`src/rtl/usb_buffer_arbiter.sv`:
```
// Endpoint data buffer with ownership FSM: one writer side, one reader side
// per phase. Dropped accesses pulse access_err for one cycle.
// Ports: clk, n_rst; RX store/flush/done; TX get/start; AHB store/get/clear;
//        rd_data, buffer_occupancy, buf_state, access_err.
module usb_buffer_arbiter #(
    parameter int DEPTH  = 64,
    parameter int ADDR_W = 6,
    parameter int OCC_W  = 7
) (
    input  logic             clk,
    input  logic             n_rst,
    input  logic             store_rx_packet_data,
    input  logic [7:0]       rx_packet_data,
    input  logic             flush,
    input  logic             rx_packet_done,
    input  logic             get_tx_packet_data,
    input  logic             tx_packet_start,
    input  logic             store_tx_data,
    input  logic [7:0]       tx_data,
    input  logic             get_rx_data,
    input  logic             clear,
    output logic [7:0]       rd_data,
    output logic [OCC_W-1:0] buffer_occupancy,
    output logic [2:0]       buf_state,
    output logic             access_err
);

    typedef enum logic [2:0] {
        IDLE      = 3'd0,
        RX_FILL   = 3'd1,
        HOST_READ = 3'd2,
        HOST_FILL = 3'd3,
        TX_READ   = 3'd4
    } state_t;

    localparam logic [OCC_W-1:0] FULL = OCC_W'(DEPTH);

    state_t            state_q, state_d;
    logic [ADDR_W-1:0] wptr_q, rptr_q;
    logic [OCC_W-1:0]  occ_q, occ_d;
    logic [7:0]        rd_data_q;
    logic              err_q, err_d;
    logic [7:0]        mem [DEPTH];

    logic       kill;
    logic       wr_req, rd_req, bad_req;
    logic       wr_en, rd_en;
    logic [7:0] wr_byte;

    assign kill = flush | clear;

    // Decode which strobe is legal for the current owner; anything else is bad.
    always_comb begin
        wr_req  = 1'b0;
        rd_req  = 1'b0;
        bad_req = 1'b0;
        wr_byte = rx_packet_data;
        unique case (state_q)
            IDLE: begin
                if (store_rx_packet_data) begin
                    wr_req  = 1'b1;
                    bad_req = store_tx_data | get_rx_data | get_tx_packet_data;
                end else if (store_tx_data) begin
                    wr_req  = 1'b1;
                    wr_byte = tx_data;
                    bad_req = get_rx_data | get_tx_packet_data;
                end else begin
                    bad_req = get_rx_data | get_tx_packet_data;
                end
            end
            RX_FILL: begin
                wr_req  = store_rx_packet_data;
                bad_req = store_tx_data | get_rx_data | get_tx_packet_data;
            end
            HOST_FILL: begin
                wr_req  = store_tx_data;
                wr_byte = tx_data;
                bad_req = store_rx_packet_data | get_rx_data | get_tx_packet_data;
            end
            HOST_READ: begin
                rd_req  = get_rx_data;
                bad_req = store_rx_packet_data | store_tx_data | get_tx_packet_data;
            end
            TX_READ: begin
                rd_req  = get_tx_packet_data;
                bad_req = store_rx_packet_data | store_tx_data | get_rx_data;
            end
            default: ;
        endcase
    end

    assign wr_en = wr_req & (occ_q != FULL) & ~kill;
    assign rd_en = rd_req & (occ_q != '0) & ~kill;

    always_comb begin
        occ_d   = occ_q + OCC_W'(wr_en) - OCC_W'(rd_en);
        err_d   = ~kill & (bad_req | (wr_req & ~wr_en) | (rd_req & ~rd_en));
        state_d = state_q;
        unique case (state_q)
            IDLE: begin
                if (store_rx_packet_data)
                    state_d = RX_FILL;
                else if (store_tx_data)
                    state_d = HOST_FILL;
            end
            RX_FILL: begin
                if (rx_packet_done)
                    state_d = (occ_d != '0) ? HOST_READ : IDLE;
            end
            HOST_FILL: begin
                if (tx_packet_start)
                    state_d = TX_READ;
            end
            HOST_READ, TX_READ: begin
                // Last byte popped: release ownership.
                if (rd_en && occ_q == OCC_W'(1))
                    state_d = IDLE;
            end
            default: state_d = IDLE;
        endcase
    end

    always_ff @(posedge clk or negedge n_rst) begin
        if (!n_rst) begin
            state_q   <= IDLE;
            wptr_q    <= '0;
            rptr_q    <= '0;
            occ_q     <= '0;
            rd_data_q <= 8'h00;
            err_q     <= 1'b0;
        end else if (kill) begin
            state_q <= IDLE;
            wptr_q  <= '0;
            rptr_q  <= '0;
            occ_q   <= '0;
            err_q   <= 1'b0;
        end else begin
            state_q <= state_d;
            occ_q   <= occ_d;
            err_q   <= err_d;
            if (wr_en)
                wptr_q <= wptr_q + ADDR_W'(1);
            if (rd_en) begin
                rptr_q    <= rptr_q + ADDR_W'(1);
                rd_data_q <= mem[rptr_q];
            end
        end
    end

    // Storage has no reset; contents are meaningless until written.
    always_ff @(posedge clk) begin
        if (wr_en)
            mem[wptr_q] <= wr_byte;
    end

    assign rd_data          = rd_data_q;
    assign buffer_occupancy = occ_q;
    assign buf_state        = state_q;
    assign access_err       = err_q;

endmodule
```
`config.mk`:
```
export PLATFORM = sky130hd
export DESIGN_NAME = usb_buffer_arbiter
export DESIGN_NICKNAME = d
export VERILOG_FILES = /design/src/rtl/usb_buffer_arbiter.sv
export SDC_FILE = /design/constraint.sdc
export NUM_CORES = 1
export LEC_CHECK = 0
export CAP_MARGIN = 20
export CORE_MARGIN = 1
export CORE_UTILIZATION = 60
export DETAILED_ROUTE_END_ITERATION = 8
export PLACE_DENSITY = 0.82
export SLEW_MARGIN = 20
export SYNTH_ARGS = -nofsm -noshare
export SYNTH_HDL_FRONTEND = slang
export SYNTH_SLANG_ARGS = --single-unit
```
`constraint.sdc`:
```
create_clock -name clk -period 7.86 [get_ports clk]
set_input_delay 1.965 -clock clk [delete_from_list [all_inputs] [get_ports clk]]
set_output_delay 1.965 -clock clk [all_outputs]
set_load 0.02 [all_outputs]
```
==> results.json <==
{
  "status": "completed",
  "worst_pin_slew_ps": 1040,
  "min_to": "rd_data[5]",
  "grt_pass1_vias": 11600,
  "power.switching_w": 0.00118,
  "cts_hold_buf": 0,
  "post_cts_buffers": 0,
  "routed_wire_length_um": 47000,
  "slew_headroom_pct": 30.9,
  "via_per_inst": 6.45,
  "synthMostInstantiatedCell": "sky130_fd_sc_hd__edfxtp_1",
  "report.final.slew_viol_count": 0,
  "fin_setup_tns_ps": 0,
  "finalCritPeriodShare_pct": 65.9,
  "critical_path.most_common_cell": "sky130_fd_sc_hd__inv_1",
  "fraction_of_registers_with_async_set_reset_pct": 5.71,
  "synth.yosys.seq_area_share_pct": 73.1,
  "portBuffers": 44,
  "synth_top_area_share_pct": 69.6,
  "postSynthRegisterBits": 543,
  "reg2reg_from": "buffer_occupancy[5]",
  "worst-path-max-fanout": 17,
  "yosysWarningCount": 0,
  "grt_met1_usage_pct": 36.0,
  "gr-total-overflow": 0,
  "setup_viol_count_final": 0,
  "rsz0062_at_grt": "false",
  "drc": 0,
  "floorplan.die.height_um": 194,
  "synthCells": 1218,
  "crit_path_end_kind": "flop",
  "gpl.final_weighted_congestion": 0.912,
  "worst_path_max_delay_cell": "sky130_fd_sc_hd__a221oi_2",
  "ys.flop_type": "sky130_fd_sc_hd__edfxtp_1",
  "hp-start": "rd_data[5]",
  "post-route-cell-area_sq_um": 24500,
  "reg2reg_to": "buf_state[1]",
  "worst_ir_drop_vdd_v": 0.000183,
  "antenna_violating_nets_post_route": 0,
  "clock_power_share_pct": 42.8,
  "wire_length_of_the_first_global_routing_pass_um": 71000,
  "gr-usage-met2_pct": 41.3,
  "switching_share_pct": 19.9,
  "grt_use_met3_pct": 4.02,
  "number_of_endpoints_with_negative_hold_slack_in_the_final_report": 0,
  "synth.top_cells.by_area": "sky130_fd_sc_hd__edfxtp_1 70%, sky130_fd_sc_hd__mux4_2 8.9%, sky130_fd_sc_hd__dfrtp_1 3.5%, sky130_fd_sc_hd__mux2i_1 3.4%, sky130_fd_sc_hd__nor2_1 1.9%",
  "yosysUniqueCellTypes": 62,
  "static-leakage-power_nw": 7.52,
  "grt_start_max_net_pins": 65,
  "die_width_um": 194,
  "clock-sinks": 543,
  "drt_first_iter_violations": 1046,
  "avgRoutedWirePerCell_um": 26.6,
  "internal_power_w": 0.00475,
  "area_growth_syn_to_layout_pct": 11.0,
  "number_of_instances_on_the_worst_hold_path": 2,
  "cts_max_level": 2,
  "p_comb_share_pct": 2.9,
  "filler_cell_count": 2197,
  "ctsRootBufferMaster": "sky130_fd_sc_hd__clkbuf_16",
  "grt_antenna_before_repair": 0,
  "critical_path_required_ps": 8320,
  "most_used_routing_layer_in_global_routing": "met2",
  "drv_cap": 0,
  "hold_class": "reg -> reg",
  "final_layout_size_suffix_gt1_share_pct": 17.5,
  "synthesis.area_per_instance_sq_um": 18.1,
  "power.sequential.fraction_pct": 54.3,
  "synth.net_count": 1256,
  "critical_path_arrival_ps": 5650,
  "synth_edf_count": 512,
  "finClkSkew_ps": 14.6,
  "synth_area_sq_um": 22100,
  "depth_of_the_worst_register_to_register_path": 17,
  "worstPathCellList": "clkdlybuf4s50_1, nand3b_1, a221oi_2, nand2_2, inv_1, ha_1, inv_1, ha_1, inv_1, fa_1, nor2b_1, o311a_1, a21oi_1, nor4b_1, a311oi_1, a31o_2",
  "cts_made_buffers": 52,
  "dieArea_sq_um": 37600,
  "most_frequent_cells_after_synthesis": "512 x sky130_fd_sc_hd__edfxtp_1, 113 x sky130_fd_sc_hd__nor2_1, 87 x sky130_fd_sc_hd__mux4_2",
  "insertion_delay_ps": 580,
  "top_level_ports": 45,
  "cts_resized": 0,
  "cts.path.max_buffers": 3,
  "period_minus_slack_ps": 5180,
  "critical_path_startpoint_category": "primary input",
  "grt_util_all_layers_pct": 25.5,
  "net_count_of_the_finished_layout": 1304,
  "cpPeakStageDelay_ps": 540,
  "rrSetupSlack_ps": 3730,
  "place_area_sq_um": 22800,
  "hpwl_um": 27400,
  "initial_core_util_pct": 61.5,
  "vias": 11400,
  "power.density_nw_per_um2": 242,
  "antenna_cells": 0,
  "rows": 69,
  "tritoncts": "done",
  "core_area_sq_um": 35900,
  "synth_top_cell_by_area": "sky130_fd_sc_hd__edfxtp_1",
  "criticalPathCategory": "in -> reg",
  "fmax_mhz": 193,
  "clkSlewWorstSetupHoldPaths_ps": 60,
  "drt_first_pass_iters": 5
}
==> sequential cells by signal (all words and copies together), names as in the netlist <==
| register | cells |
|---|---|
| access_err | 1 |
| wptr_q | 6 |
| buffer_occupancy | 7 |
| rptr_q | 6 |
| rd_data | 8 |
| buf_state | 3 |
| mem | 512 |
==> logic make-up (layout without fill, tap and decap cells) <==
group,after synthesis,in the layout,synth area share [%]
xor gates and xnor gates,15,15,0.595
muxes,197,197,14.1
DFF,543,543,73.1
adders and majority gates,12,12,0.713
buffers and inverters,80,169,2.35
and+or+nand+nor,247,247,5.28
AOI/OAI and AO/OA,124,124,3.87
==> routing by layer <==
layer / wire length (um) / share of wire [%] / vias up
met5: 0 / 0 / -
li1: - / - / 4952
met4: 1300 / 2.8 / 0
met2: 23200 / 49 / 541
met3: 3720 / 7.9 / 97
met1: 18700 / 40 / 5813
==> area by class of cell <==
cell class | count | area (sq um) | share of cell area [%]
multi-input cells | 595 | 5440 | 22.2
well taps | 461 | 577 | 2.35
inverters | 12 | 45.0 | 0.184
clock inverters | 37 | 388 | 1.58
repair buffers | 62 | 576 | 2.35
flip-flops and latches | 543 | 16200 | 65.9
clock buffers | 58 | 1350 | 5.48
==> worst max-delay path: cells and delay by family <==
family	cells	cell delay [ps]
adders and majority gates	3	820
and+or+nand+nor	4	920
AOI/OAI and AO/OA	5	1190
buffers and inverters	4	760
==> worst max path at each step <==
stage	start	cells after the start	end	slack [ps]
detailed placement	get_rx_data	16	buf_state[1]	2150
floorplan	get_tx_packet_data	16	buf_state[1]	3020
CTS	get_rx_data	16	buf_state[1]	2720
finish	get_rx_data	16	buf_state[1]	2680
global route	get_rx_data	16	buf_state[1]	2420
global placement	get_rx_data	16	buf_state[1]	2220
==> per-stage QoR <==
step | instances | utilization [%] | power (W) | hold slack, ps | setup WS (ps)
2_1_floorplan | 1218 | - | 0.00336 | 585 | 3020
3_3_place_gp | 1673 | 63.4 | 0.00344 | 541 | 2220
3_5_place_dp | 1673 | 63.5 | 0.00345 | 541 | 2150
4_1_cts | 1768 | 68.3 | 0.00594 | 555 | 2720
5_1_grt | 1768 | 68.3 | 0.00607 | 579 | 2420
6_report | 1768 | 68.3 | 0.00593 | 552 | 2680
==> cell usage in the layout (no fill, tap or decap), types with 11 or more instances in the layout <==
master,count
sky130_fd_sc_hd__a211oi_1,24
sky130_fd_sc_hd__a21oi_1,26
sky130_fd_sc_hd__buf_4,18
sky130_fd_sc_hd__clkbuf_16,53
sky130_fd_sc_hd__clkdlybuf4s50_1,44
sky130_fd_sc_hd__clkinv_1,12
sky130_fd_sc_hd__clkinv_2,12
sky130_fd_sc_hd__dfrtp_1,28
sky130_fd_sc_hd__edfxtp_1,512
sky130_fd_sc_hd__ha_1,11
sky130_fd_sc_hd__inv_1,12
sky130_fd_sc_hd__mux2_2,33
sky130_fd_sc_hd__mux2i_1,76
sky130_fd_sc_hd__mux4_2,87
sky130_fd_sc_hd__nand2_1,39
sky130_fd_sc_hd__nor2_1,113
sky130_fd_sc_hd__nor2b_1,24
sky130_fd_sc_hd__nor3_1,11
sky130_fd_sc_hd__o21ai_0,11
sky130_fd_sc_hd__o22ai_1,26
==> power by group through the flow <==
| stage | sequential (W) | clock, W | combinational (W) |
|---|---|---|---|
| 2_1_floorplan | 0.00328 | 0 | 0.0000831 |
| 3_3_place_gp | 0.00328 | 0 | 0.000165 |
| 3_5_place_dp | 0.00328 | 0 | 0.000174 |
| 4_1_cts | 0.00322 | 0.00255 | 0.000174 |
| 5_1_grt | 0.00322 | 0.00267 | 0.000185 |
| 6_report | 0.00322 | 0.00254 | 0.000173 |
Power figures use the tool's default switching activity.
